`src/rtl/divider_inv_man.sv`:
```
// Pipelined shift-add reconstruction: dividend = merchant*divisor + remainder.
// One quotient bit per stage, MSB first, with a data_rdy -> res_rdy valid chain.
module divider_inv_man #(
  parameter  int unsigned N = 5,
  parameter  int unsigned M = 3,
  localparam int unsigned P = N + M
) (
  input  logic         clk,
  input  logic         reset,
  input  logic         data_rdy,
  input  logic [N-1:0] merchant,
  input  logic [M-1:0] divisor,
  input  logic [M-1:0] remainder,
  output logic         res_rdy,
  output logic [P-1:0] dividend,
  output logic         fits,
  output logic         rem_ok
);

  logic [N-1:0]         rdy_q, rdy_d;
  logic [N-1:0][P-1:0]  acc_q, acc_d;
  logic [N-1:0]         ok_q, ok_d;
  // Operand copies are only needed by stages that feed another stage.
  logic [N-2:0][N-1:0]  q_q, q_d;
  logic [N-2:0][M-1:0]  d_q, d_d;
  logic [N-2:0][M-1:0]  r_q, r_d;

  always_comb begin
    rdy_d = {rdy_q[N-2:0], data_rdy};
    acc_d = acc_q;
    ok_d  = ok_q;
    q_d   = q_q;
    d_d   = d_q;
    r_d   = r_q;

    if (data_rdy) begin
      acc_d[0] = merchant[N-1] ? P'(divisor) : '0;
      ok_d[0]  = (remainder < divisor);
      q_d[0]   = merchant << 1;
      d_d[0]   = divisor;
      r_d[0]   = remainder;
    end

    // The carried quotient is shifted each stage so the next bit is always the MSB.
    for (int unsigned k = 1; k < N - 1; k++) begin
      if (rdy_q[k-1]) begin
        acc_d[k] = (acc_q[k-1] << 1) + (q_q[k-1][N-1] ? P'(d_q[k-1]) : '0);
        ok_d[k]  = ok_q[k-1];
        q_d[k]   = q_q[k-1] << 1;
        d_d[k]   = d_q[k-1];
        r_d[k]   = r_q[k-1];
      end
    end

    // By the last stage only merchant[0] survives the shifts, so OR-reduce it.
    if (rdy_q[N-2]) begin
      acc_d[N-1] = (acc_q[N-2] << 1) + ((|q_q[N-2]) ? P'(d_q[N-2]) : '0)
                 + P'(r_q[N-2]);
      ok_d[N-1]  = ok_q[N-2];
    end
  end

  always_ff @(posedge clk or negedge reset) begin
    if (!reset) begin
      rdy_q <= '0;
      acc_q <= '0;
      ok_q  <= '0;
      q_q   <= '0;
      d_q   <= '0;
      r_q   <= '0;
    end else begin
      rdy_q <= rdy_d;
      acc_q <= acc_d;
      ok_q  <= ok_d;
      q_q   <= q_d;
      d_q   <= d_d;
      r_q   <= r_d;
    end
  end

  assign res_rdy  = rdy_q[N-1];
  assign dividend = acc_q[N-1];
  assign rem_ok   = ok_q[N-1];
  assign fits     = ~|dividend[P-1:N];

endmodule

```
`config.mk`:
```
export PLATFORM = sky130hd
export DESIGN_NAME = divider_inv_man
export DESIGN_NICKNAME = d
export VERILOG_FILES = /design/src/rtl/divider_inv_man.sv
export SDC_FILE = /design/constraint.sdc
export NUM_CORES = 1
export LEC_CHECK = 0
export CORE_MARGIN = 10
export CORE_UTILIZATION = 52
export DETAILED_ROUTE_END_ITERATION = 16
export PLACE_DENSITY = 0.74
export SLEW_MARGIN = 10
export SYNTH_ARGS = -nofsm -noshare
export SYNTH_HDL_FRONTEND = slang
export SYNTH_SLANG_ARGS = --single-unit
```
`constraint.sdc`:
```
create_clock -name clk -period 2.96 [get_ports clk]
set_clock_uncertainty 0.2 [all_clocks]
set_input_delay 0.296 -clock clk [delete_from_list [all_inputs] [get_ports clk]]
set_output_delay 0.296 -clock clk [all_outputs]
set_load 0.05 [all_outputs]
```
==> metrics.yaml <==
global_route:
  grt_pass1_wl_um: 8942
  grt_pass1_vias: 1979
  grt_max_degree: 42
  grt_overflow: 0
  antenna_found_initial: 0
  grt.total_usage_pct: 11.11
cells_and_area:
  drive_gt1_share_pct: 23.21
  nets: 307
  synthToLayoutAreaGrowth_pct: 13.06
  n_antenna_cell: 0
  final_core_utilization_pct: 61.65
worst_setup_path:
  crit_required_ns: 3.03
  timing.rr.start: "d_q[10]$_DFFE_PN0P_"
  crit_family: "adder cells"
  worst_path_largest_cell_delay_ns: 0.48
  r2r.worst_path.cells: 9
  setup.worst_path.start_class: "flip-flop"
  crit_top_cell: "fa_1"
  crit_chain: "and2_1 > fa_1 > ha_1 > inv_1 > fa_1 > and2b_1 > o2111ai_1 > xor2_1 > a21oi_1"
  regToRegSetupSlack_ns: 0.38
  critical_path_class: "reg -> reg"
  slowest_stage: "fa_1"
  path_max_fanout: 2
  crit_path_end_kind: "flip-flop"
  reg2reg_to: "dividend[7]$_DFFE_PN0P_"
  crit_buf_inv: 1
  arrival_ns: 2.65
detailed_routing:
  firstDrtPassIters: 4
  vias: 1823
  route.detailed.drc: 0
  drt_iter0_markers: 50
  final_antenna_net_count: 0
  wl_um: 4965
  wire_per_inst_um: 13.99
  vias_per_cell: 5.135
pwr:
  power.leakage_nw: 1.645
  pwr-share-clk_pct: 23.3
  power.switching_mw: 0.9528
  power.internal_mw: 1.971
  swShare_pct: 32.59
  p_seq_share_pct: 46.9
  p_per_area_mw_per_mm2: 786.9
  ir_drop_v: 0.0005108
  p_comb_share_pct: 29.8
sta:
  report.final.slew_viol_count: 0
  max_freq_ghz: 0.3882
  layout_setup_ws_ns: 0.3840
  final.setup.tns_ns: 0
  tightest_slew_ns: 0.7296
  fin_crit_sh_pct: 87.03
  fin_crit_ns: 2.576
  final-setup-viol-count: 0
  hold_viol: 0
  grt_setup_unrepaired: "no"
  max_slew_margin_pct: 51.36
cts:
  cts-root-buf: "clkbuf_8"
  path_clk_slew_ns: 0.07
  clk_latency_ns: 0.34
  cts_tree: "yes"
  h-tree-depth: 3
  cts_buffers: 9
  clock_path_buffers: 2
  clock_sinks: 73
  cts-resized-gates: 0
synthesis:
  synthDistinctLibCells: 28
  synth_seq_cells: 73
  yosysSeqAreaShare_pct: 55.60
  netlist_area_mm2: 0.003286
  avgSynthCellArea_um2: 12.88
  yosys_warnings: 0
  syn_nets: 287
  syn_inst: 255
die:
  die_x_um: 99.49
  fp.coreArea_mm2: 0.006026
  std_cell_rows: 28
  num_io_pins: 25
  start_util_pct: 54.53
  die_y_um: 99.49
  die_area_mm2: 0.009898
hold_path:
  min_to: "dividend[1]$_DFFE_PN0P_"
  whs_path_depth: 1
  worstHoldStart: "dividend[1]$_DFFE_PN0P_"
  hold_class: "reg -> reg"
place:
  pre_cts_ws_ns: 0.3696
  dp_hpwl_um: 3698
  gp_congestion: 0.6906
  io_buffers: 24
flow_run:
  maxCapViolCount: 0
run_status:
  status: "completed"
[cell usage in the layout, fill, tap and decap left out, types with 2 or more instances in the layout]
cell / synthesis / routed
a21o_1: 3 / 3
a21oi_1: 14 / 14
and2_1: 7 / 7
clkbuf_1: 1 / 2
clkbuf_8: 0 / 11
clkdlybuf4s50_1: 0 / 23
clkinv_2: 0 / 3
dfrtp_1: 73 / 73
fa_1: 6 / 6
ha_1: 12 / 12
inv_1: 18 / 18
mux2_2: 47 / 47
nand2_1: 6 / 6
nand3_1: 7 / 7
nor2_1: 12 / 12
o21ai_0: 9 / 9
xnor2_1: 7 / 7
xor2_1: 6 / 6
[worst max path at each step]
stage,cells past startpoint,slack [ns],start,to
after detailed placement,9,0.37,d_q[10]$_DFFE_PN0P_,dividend[7]$_DFFE_PN0P_
after floorplan,9,0.52,q_q[19]$_DFFE_PN0P_,dividend[7]$_DFFE_PN0P_
final,9,0.38,d_q[10]$_DFFE_PN0P_,dividend[7]$_DFFE_PN0P_
after CTS,9,0.36,d_q[10]$_DFFE_PN0P_,dividend[7]$_DFFE_PN0P_
after global placement,9,0.45,q_q[19]$_DFFE_PN0P_,dividend[7]$_DFFE_PN0P_
after global routing,9,0.22,d_q[10]$_DFFE_PN0P_,dividend[7]$_DFFE_PN0P_
[repair_timing]
| action | 4_1_cts | 5_1_grt |
|---|---|---|
| hold endpoints to repair | 32 | 0 |
| endpoints found under the setup margin | 0 | 0 |
| hold buffers | 1 | 0 |
| setup buffers | 0 | 0 |
[power by group through the flow]
stage               registers, mW  logic [mW]  clock network (mW)
finish                       1.37       0.872               0.680
global route                 1.41       0.970               0.747
CTS                          1.38       0.888               0.703
detailed placement           1.40       0.883                   0
global placement             1.38       0.856                   0
floorplan                    1.35       0.720                   0
[cells by family after synthesis]
kind of cell             after synthesis  synth area share, %
buffers and inverters                 35                5.217
multiplexers                          49                16.87
AO/OA/AOI/OAI                         30                5.217
AND/OR/NAND/NOR                       37                5.407
flip-flops                            73                55.60
adder cells (fa/ha/maj)               18                8.225
XOR/XNOR                              13                3.465
[synthesized netlist by cell type]
cell type  number  area (µm²)
a21o_1          3       22.52
a21oi_1        14       70.07
a21oi_2         1       8.760
and2_1          7       43.79
and2b_1         1       7.510
buf_2           8       40.04
buf_4           8       60.06
clkbuf_1        1       3.750
dfrtp_1        73        1827
fa_1            6       120.1
ha_1           12       150.1
inv_1          18       67.56
mux2_2         47       529.3
mux2_4          1       15.01
mux2i_1         1       10.01
nand2_1         6       22.52
nand2b_1        1       6.260
nand3_1         7       35.03
nand4_1         1       6.260
nor2_1         12       45.04
nor2b_1         1       6.260
nor3_1          1       5.000
o2111ai_1       1       8.760
o211a_1         1       10.01
o21ai_0         9       45.04
o22ai_1         1       6.260
xnor2_1         7       61.31
xor2_1          6       52.55
[sequential cells by signal, indices dropped and copies added, names as in the netlist]
signal and flops:
acc_q 21, d_q 12, dividend 8, ok_q 5, q_q 10, r_q 12, rdy_q 5
[layout make-up]
class / count / area, µm²
flip-flops and latches: 73 / 1827
well taps: 75 / 93.84
repair buffers: 26 / 265.3
clock inverters: 3 / 15.01
clock buffers: 13 / 158.9
inverters: 18 / 67.56
multi-input cells: 147 / 1287
fillers: 497 / 2311
[metal layers]
metal / vias to the layer above / track usage, % / share of wire, %
met3: 9 / 4.983 / 6.2
met5: - / 0 / 0
li1: 890 / - / -
met1: 891 / 12.60 / 44
met4: 0 / 5.292 / 1.8
met2: 33 / 17.54 / 48
[through the flow]
stage          instances  power, mW  hold WS [ns]  area (µm²)
6_report             355      2.923        0.3050        3715
3_3_place_gp         338      2.238        0.2004        3531
4_1_cts              355      2.969        0.3110        3715
5_1_grt              355      3.126        0.3272        3715
2_1_floorplan        255      2.073       -0.1996        3286
3_5_place_dp         338      2.279        0.2037        3531
Note: power is estimated with default switching activity, not from simulation.
